[config.mk]
export PLATFORM = sky130hd
export DESIGN_NAME = wb_arbiter
export DESIGN_NICKNAME = d
export VERILOG_FILES = /design/src/rtl/wb_pkg.sv /design/src/rtl/wb_ldq.sv /design/src/rtl/wb_arbiter.sv
export SDC_FILE = /design/constraint.sdc
export NUM_CORES = 1
export LEC_CHECK = 0
export BUFFER_PORTS_ARGS = -buffer_cell sky130_fd_sc_hd__buf_2
export CAP_MARGIN = 15
export CORE_MARGIN = 3
export CORE_UTILIZATION = 55
export DETAILED_ROUTE_END_ITERATION = 10
export MAX_ROUTING_LAYER = met4
export PLACE_DENSITY = 0.83
export SYNTH_ARGS = -nofsm -noshare
export SYNTH_HDL_FRONTEND = slang
export SYNTH_HIERARCHICAL = 1
export SYNTH_SLANG_ARGS = --single-unit
[constraint.sdc]
create_clock -name clock -period 3.14 [get_ports clock]
set_input_delay 0.157 -clock clock [delete_from_list [all_inputs] [get_ports clock]]
set_output_delay 0.157 -clock clock [all_outputs]
set_load 0.1 [all_outputs]
[src/rtl/wb_pkg.sv]
// rtl/wb_pkg.sv - shared widths, arbiter state and load-buffer entry type
package wb_pkg;

  localparam int WB_DATA_W = 32;
  localparam int WB_RA_W   = 5;

  typedef enum logic [1:0] {
    ST_EMPTY = 2'd0,
    ST_PEND  = 2'd1,
    ST_FULL  = 2'd2
  } wb_state_e;

  // Entry fields are sized to the package defaults; module widths must not exceed them.
  typedef struct packed {
    logic                 valid;
    logic                 kill;
    logic [WB_RA_W-1:0]   rd;
    logic [WB_DATA_W-1:0] data;
  } wb_entry_t;

endpackage

[src/rtl/wb_ldq.sv]
// rtl/wb_ldq.sv - load-return FIFO with per-entry kill on destination-register match
module wb_ldq
  import wb_pkg::*;
#(
  parameter  int DATA_W = WB_DATA_W,
  parameter  int RA_W   = WB_RA_W,
  parameter  int DEPTH  = 2,
  localparam int PTR_W  = $clog2(DEPTH),
  localparam int CNT_W  = PTR_W + 1
) (
  input  logic              clock,
  input  logic              rst_n,
  input  logic              push_i,
  input  logic [RA_W-1:0]   push_rd_i,
  input  logic [DATA_W-1:0] push_data_i,
  input  logic              pop_i,
  input  logic              kill_i,
  input  logic [RA_W-1:0]   kill_rd_i,
  output logic              head_kill_o,
  output logic [RA_W-1:0]   head_rd_o,
  output logic [DATA_W-1:0] head_data_o,
  output logic [CNT_W-1:0]  count_o
);

  wb_entry_t        mem_q [DEPTH];
  logic [PTR_W-1:0] wr_ptr_q, rd_ptr_q;
  logic [CNT_W-1:0] count_q;

  always_ff @(posedge clock or negedge rst_n) begin
    if (!rst_n) begin
      for (int i = 0; i < DEPTH; i++) mem_q[i] <= '0;
      wr_ptr_q <= '0;
      rd_ptr_q <= '0;
      count_q  <= '0;
    end else begin
      // The push slot is never valid here, so a same-cycle push escapes the kill.
      if (kill_i) begin
        for (int i = 0; i < DEPTH; i++) begin
          if (mem_q[i].valid && (mem_q[i].rd == WB_RA_W'(kill_rd_i))) mem_q[i].kill <= 1'b1;
        end
      end
      if (pop_i) begin
        mem_q[rd_ptr_q].valid <= 1'b0;
        mem_q[rd_ptr_q].kill  <= 1'b0;
        rd_ptr_q              <= rd_ptr_q + PTR_W'(1);
      end
      if (push_i) begin
        mem_q[wr_ptr_q] <= '{valid: 1'b1, kill: 1'b0,
                             rd: WB_RA_W'(push_rd_i), data: WB_DATA_W'(push_data_i)};
        wr_ptr_q        <= wr_ptr_q + PTR_W'(1);
      end
      count_q <= count_q + CNT_W'(push_i) - CNT_W'(pop_i);
    end
  end

  assign head_kill_o = mem_q[rd_ptr_q].kill;
  assign head_rd_o   = mem_q[rd_ptr_q].rd[RA_W-1:0];
  assign head_data_o = mem_q[rd_ptr_q].data[DATA_W-1:0];
  assign count_o     = count_q;

endmodule

[src/rtl/wb_arbiter.sv]
// rtl/wb_arbiter.sv - single register-file write port shared by ALU results and load returns
module wb_arbiter
  import wb_pkg::*;
#(
  parameter int DATA_W = WB_DATA_W,
  parameter int RA_W   = WB_RA_W,
  parameter int DEPTH  = 2
) (
  input  logic              clock,
  input  logic              rst_n,
  input  logic              alu_valid,
  input  logic [RA_W-1:0]   alu_rd,
  input  logic [DATA_W-1:0] alu_data,
  input  logic              ld_valid,
  input  logic [RA_W-1:0]   ld_rd,
  input  logic [DATA_W-1:0] ld_data,
  output logic              ld_ready,
  output logic              stall,
  output logic              rf_we,
  output logic [RA_W-1:0]   rf_waddr,
  output logic [DATA_W-1:0] rf_wdata
);

  localparam int CNT_W = $clog2(DEPTH) + 1;

  wb_state_e          state;
  logic [CNT_W-1:0]   count;
  logic               ld_acc, grant_alu, bypass, push, pop, kill;
  logic               head_kill;
  logic [RA_W-1:0]    head_rd;
  logic [DATA_W-1:0]  head_data;

  wb_ldq #(.DATA_W(DATA_W), .RA_W(RA_W), .DEPTH(DEPTH)) u_ldq (
    .clock       (clock),
    .rst_n       (rst_n),
    .push_i      (push),
    .push_rd_i   (ld_rd),
    .push_data_i (ld_data),
    .pop_i       (pop),
    .kill_i      (kill),
    .kill_rd_i   (alu_rd),
    .head_kill_o (head_kill),
    .head_rd_o   (head_rd),
    .head_data_o (head_data),
    .count_o     (count)
  );

  always_comb begin
    if (count == '0)                 state = ST_EMPTY;
    else if (count == CNT_W'(DEPTH)) state = ST_FULL;
    else                             state = ST_PEND;
  end

  assign ld_ready = (state != ST_FULL);
  assign ld_acc   = ld_valid && ld_ready;

  always_comb begin
    grant_alu = 1'b0;
    bypass    = 1'b0;
    push      = 1'b0;
    pop       = 1'b0;
    stall     = 1'b0;
    // Nothing is granted while reset is held, so no write can leak out of it.
    if (rst_n) begin
      case (state)
        ST_EMPTY: begin
          if (alu_valid) begin
            grant_alu = 1'b1;
            push      = ld_acc && (ld_rd != '0);
          end else begin
            bypass    = ld_acc;
          end
        end
        ST_PEND: begin
          grant_alu = alu_valid;
          pop       = !alu_valid;
          push      = ld_acc && (ld_rd != '0);
        end
        ST_FULL: begin
          stall = alu_valid;
          pop   = 1'b1;
        end
        default: ;
      endcase
    end
  end

  assign kill = grant_alu && (alu_rd != '0);

  always_comb begin
    rf_we    = 1'b0;
    rf_waddr = '0;
    rf_wdata = '0;
    if (grant_alu) begin
      if (alu_rd != '0) begin
        rf_we    = 1'b1;
        rf_waddr = alu_rd;
        rf_wdata = alu_data;
      end
    end else if (bypass) begin
      if (ld_rd != '0) begin
        rf_we    = 1'b1;
        rf_waddr = ld_rd;
        rf_wdata = ld_data;
      end
    end else if (pop && !head_kill) begin
      rf_we    = 1'b1;
      rf_waddr = head_rd;
      rf_wdata = head_data;
    end
  end

endmodule

After elaboration in Yosys (flattened, before gate mapping)

Index checks and enable logic that the tools add are counted.

Add/subtract/negate cells: 4
Multiply operators: 0
Divide/modulo/power cells: 0
Order comparisons: 4
Equality and inequality tests: 6
Shift-type cells: 0
Muxes and demuxes: 48
Bitwise operators: 2
Reductions and logical operators: 14

Operators with widths:

| operator                                                             | number |
|---|---|
| 78-bit bitwise mux                                                   | 3 |
| 32-bit 2-to-1 mux                                                    | 5 |
| 78-bit 2-to-1 mux                                                    | 2 |
| 38-bit 2-to-1 mux                                                    | 4 |
| 39-bit demux with 1-bit select                                       | 3 |
| 39-bit 2-to-1 mux                                                    | 2 |
| 5-bit 2-to-1 mux                                                     | 5 |
| 1-bit 2-to-1 mux                                                     | 19 |
| 5-bit == test                                                        | 2 |
| 5-bit nonzero test                                                   | 2 |
| 1-bit logical AND                                                    | 8 |
| 1-bit one-hot mux with 2 select lines                                | 3 |
| 2-bit == test, second input constant                                 | 2 |
| 2-bit greater-or-equal comparator, second input constant             | 2 |
| 2-bit zero test                                                      | 2 |
| 2-bit by 1-bit < comparator with 1-bit output, second input constant | 2 |
| 2-bit 2-to-1 mux                                                     | 2 |
| 1-bit inverter with 2-bit output                                     | 2 |
| 1-bit adder, second input constant                                   | 2 |
| 2-bit by 1-bit adder with 2-bit output                               | 1 |
| 2-bit by 1-bit == test with 1-bit output, second input constant      | 1 |
| 1-bit zero test                                                      | 2 |
| 2-bit != test, second input constant                                 | 1 |
| 2-bit by 1-bit subtractor with 2-bit output                          | 1 |

Register bits after elaboration: 82
Latch bits: 0
Memory bits (writable): 0
ROM bits: 0
Input port bits: 78
Output and inout port bits: 40
Word-level logic and storage cells: 89
Memories kept: 0

Longest topological paths before layout

Depth after elaboration: 13
Gate-level depth with buffers: 7
Gate-level depth less buffers: 7

Modules after synthesis

The synthesis kept the hierarchy.

Modules (own cells, without submodules):

| module     | times used | cells each | area an instance (µm²) | seq. area each (µm²) |
|---|---|---|---|---|
| wb_ldq     | 1          | 242        | 3641.0                 | 2052.0 |
| wb_arbiter | 1          | 109        | 804.5                  | 0.0 |

Worst setup path before layout

OpenSTA, ideal clock, no wires.

Kind: reg-to-output
Start point: register u_ldq.count_q[0], in the netlist u_ldq/count_o[0]
End point: output port rf_wdata[10]
Arrival: 2.740 ns
Required time: 2.983 ns
Slack: 0.243 ns
Stages on the path, launching flop included: 7
Buffers on the path: 2
Cell sequence: dfrtp_1 > nand2b_1 > nor2b_1 > buf_2 > clkbuf_1 > and3_1 > a221o_1

Longest elaborated chain between the ends: 10
Elaborated cells between the ends (all ways): 20
Classes of those cells: eq/ne: 4; mux: 12; reduce/logical: 4

RTL lines:

| element                  | line              | text |
|---|---|---|
| start: declaration       | wb_ldq.sv:27      | `logic [CNT_W-1:0] count_q;` |
| start signal: assignment | wb_ldq.sv:52      | `count_q <= count_q + CNT_W'(push_i) - CNT_W'(pop_i);` |
| 2-bit == test            | wb_arbiter.sv:50  | `else if (count == CNT_W'(DEPTH)) state = ST_FULL;` |
| 2-bit 2-to-1 mux         | wb_arbiter.sv:50  |  |
| 2-bit 2-to-1 mux (*)     | wb_arbiter.sv:49  | `if (count == '0) state = ST_EMPTY;` |
| 2-bit != test (*)        | wb_arbiter.sv:54  | `assign ld_ready = (state != ST_FULL);` |
| net ld_ready             | wb_arbiter.sv:17  | `output logic ld_ready,` |
| 1-bit logical AND (*)    | wb_arbiter.sv:55  | `assign ld_acc = ld_valid && ld_ready;` |
| 1-bit 2-to-1 mux (*)     | wb_arbiter.sv:67  | `if (alu_valid) begin` |
| 1-bit 2-to-1 mux (*)     | wb_arbiter.sv:65  | `case (state)` |
| 1-bit 2-to-1 mux (*)     | wb_arbiter.sv:64  | `if (rst_n) begin` |
| 32-bit 2-to-1 mux (*)    | wb_arbiter.sv:100 | `end else if (bypass) begin` |
| 32-bit 2-to-1 mux (*)    | wb_arbiter.sv:94  | `if (grant_alu) begin` |
| end: declaration         | wb_arbiter.sv:21  | `output logic [DATA_W-1:0] rf_wdata` |

The timed path passes the listed nets; every way through them passes the cells marked *.

Final worst setup path

Start point: input port rst_n
End point: output port rf_wdata[1]

Longest elaborated chain between the ends: 5
Elaborated cells between the ends (all ways): 7
Classes of those cells: mux: 6; reduce/logical: 1

RTL lines:

| element               | line              | text |
|---|---|---|
| start: declaration    | wb_arbiter.sv:10  | `input logic rst_n,` |
| 1-bit 2-to-1 mux      | wb_arbiter.sv:64  |  |
| 1-bit logical AND     | wb_arbiter.sv:106 | `end else if (pop && !head_kill) begin` |
| 32-bit 2-to-1 mux     | wb_arbiter.sv:106 |  |
| 32-bit 2-to-1 mux     | wb_arbiter.sv:100 |  |
| 32-bit 2-to-1 mux (*) | wb_arbiter.sv:94  |  |

Every way passes the cells marked *; elsewhere a longest branch is shown, timed or not.

==> impl_metrics.yaml <==
yosys:
  ys.flop_type: "dfrtp_1"
  synth_nets: 431
  syn-instance-count: 351
  synthTopCellsByArea: "dfrtp_1, mux2_2, mux2_1"
  ys_types: 31
  synth-edff-count: 0
  synthTopCellsByCount: "dfrtp_1, mux2_2, mux2_1"
  yosysTopAreaCell: "dfrtp_1"
  synthArstFlopShare_pct: 100
  ys_ff_latch: 82
  syn_area_um2: 4450
  ys_warn_count: 6
  ys_seq_area_share_pct: 46.2
  avgSynthCellArea_um2: 12.7
  post-synth-top-count-cell: "dfrtp_1"
  synth_top_area_share_pct: 46.2
place:
  dpl.hpwl_um: 7220
  port_buffers: 117
  pre_cts_ws_ps: 718
  placed_cells: 554
  gp_congestion: 0.840
cts:
  cts_tree: "built"
  clk_pin_slew_ps: 90
  h-tree-depth: 3
  cts_made_buffers: 9
  cts_buffer_depth: 2
  clkLatencyLatePin_ps: 360
  clock-root-buffer: "clkbuf_8"
  cts.sinks: 82
  cts_resized: 0
floorplan:
  die_area_um2: 9200
  initial_core_util_pct: 57.2
  die_width_um: 95.9
  die_h_um: 95.9
  core_um2: 7770
  rows: 32
  io_pins: 118
finish:
  drive_gt1_share_pct: 47.8
  num_antenna_cells: 0
  instances_no_fill: 571
  fin_nets: 544
  syn2layout_area_growth_pct: 21.6
  finalCoreUtilization_pct: 69.6
min_path:
  hold_class: "in -> reg"
power:
  powerDensity_nw_per_um2: 1190
  leakagePower_nw: 2.66
  clockPowerShare_pct: 13.5
  p_int_mw: 3.31
  ir_drop_mv: 0.651
  p_sw_mw: 3.11
  power_frac_seq_pct: 29.4
  p_sw_share_pct: 48.4
  pwr-share-comb_pct: 57.1
sta:
  timing.fmax_mhz: 354
  hold_violations: 0
  max_slew_margin_pct: 39.2
  report.final.slew_viol_count: 0
  worst_pin_slew_ps: 913
  finClkSkew_ps: 9.28
  setup_total_negative_slack_ps: 0
  setup_ws_ps: 316
  finalHoldWorstSlack_ps: 40.1
  min_period_over_period_pct: 89.9
  final-setup-viol-count: 0
  fin_crit_ps: 2820
  rsz0062_at_grt: "no"
global_routing:
  grt-ovfl-total: 0
  grt.total_usage_pct: 24.2
  antenna_found_initial: 0
  grt_max_degree: 76
  grt_pass1_vias: 3358
  grt_pass1_wl_um: 16400
drt:
  dr.pass1.iters: 5
  vias: 3389
  wl_um: 10600
  drc_errors: 0
  viasPerCell: 5.94
  wl_per_cell_um: 18.6
  ant_nets: 0
  drt-initial-drc-count: 169
critical_path:
  cp.arrival_ps: 2670
  cp_max_fo: 17
  worst-setup-path-type: "in -> out"
  crit_path_start_kind: "primary input"
  critical_path_required_ps: 2980
  critPathCaptureType: "primary output"
job:
  max_cap_violations: 0
outcome:
  status: "finished clean"
-- metrics by stage --
stage               power [mW]  area, um^2
floorplan                 4.89        4450
global placement          5.44        5170
detailed placement        5.55        5170
CTS                       6.44        5400
global route              6.71        5400
finish                    6.42        5400
-- layout by cell type, fill, tap and decap left out, types with 10 or more instances in the layout --
cell type	n
clkbuf_8	10
mux2_2	72
mux2_1	40
dfrtp_1	81
buf_4	10
and3_1	32
xnor2_1	12
a221o_1	32
nand2_1	10
buf_2	113
-- area by class of cell --
class                           instances  area [um^2]
Fill cell                             549         2360
Multi-Input combinational cell        235         2220
Sequential cell                        82         2050
Timing Repair Buffer                  129          751
Clock buffer                           11          141
Tap cell                              102          128
Clock inverter                          5         86.3
Inverter                                7         26.3
-- per-layer routing --
| metal | up-vias | wire length [um] | GRT usage (%) |
|---|---|---|---|
| met5 | - | 0 | - |
| met4 | 0 | 129 | 7.58 |
| met3 | 11 | 572 | 5.47 |
| met2 | 109 | 5490 | 40.7 |
| met1 | 1719 | 4420 | 29.1 |
| li1 | 1550 | - | - |
-- sequential cells by signal, indices dropped and copies added (netlist names) --
name	cells
u_ldq/mem_q	78
u_ldq/count_o	2
u_ldq/rd_ptr_q	1
u_ldq/wr_ptr_q	1
-- kinds of logic (layout without fill, tap and decap cells) --
kind of cell / count (synthesis) / in the layout / synth area share, %
xor+xnor: 14 / 14 / 2.76
fa+ha+maj: 2 / 2 / 0.563
mux: 112 / 112 / 28.4
simple gates: 67 / 67 / 8.84
compound gates: 40 / 40 / 8.87
buf+inv: 34 / 152 / 4.45
flops: 82 / 82 / 46.2
-- power by group through the flow --
stage                     clock [mW]  combinational (mW)  sequential (mW)
after floorplan                    0                3.09             1.80
after global placement             0                3.59             1.85
after detailed placement           0                3.66             1.89
after CTS                      0.883                3.68             1.88
after global routing           0.931                3.84             1.94
final                          0.868                3.67             1.89
-- critical path: stages --
cell,delay [ps]
dlygate4sd3_1,530
buf_4,220
nand2_1,90
nor4_2,480
nor2b_2,300
buf_4,250
a221o_1,180
buf_2,430
-- worst paths after layout --
path | from | end | slack (ps) | cells past startpoint
worst max-delay path | rst_n | rf_wdata[1] | 320 | 8
worst min-delay path | ld_data[24] | u_ldq/mem_q[63]$_DFFE_PN0P_ | 40 | 2
worst max register to register | u_ldq/count_o[0]$_DFF_PN0_ | u_ldq/mem_q[19]$_DFFE_PN0P_ | 890 | 6
worst min register to register | u_ldq/mem_q[61]$_DFFE_PN0P_ | u_ldq/mem_q[61]$_DFFE_PN0P_ | 490 | 1
max in group asynchronous | rst_n | u_ldq/wr_ptr_q$_DFFE_PN0P_ | 1800 | 3
min in group asynchronous | rst_n | u_ldq/mem_q[70]$_DFFE_PN0P_ | 180 | 2
-- repair_timing --
| action | CTS | global route |
|---|---|---|
| hold endpoints to repair | 8 | 0 |
| setup buffers | 0 | 0 |
| hold buffers | 1 | 0 |
No activity file was read; power rests on OpenSTA's default activity.
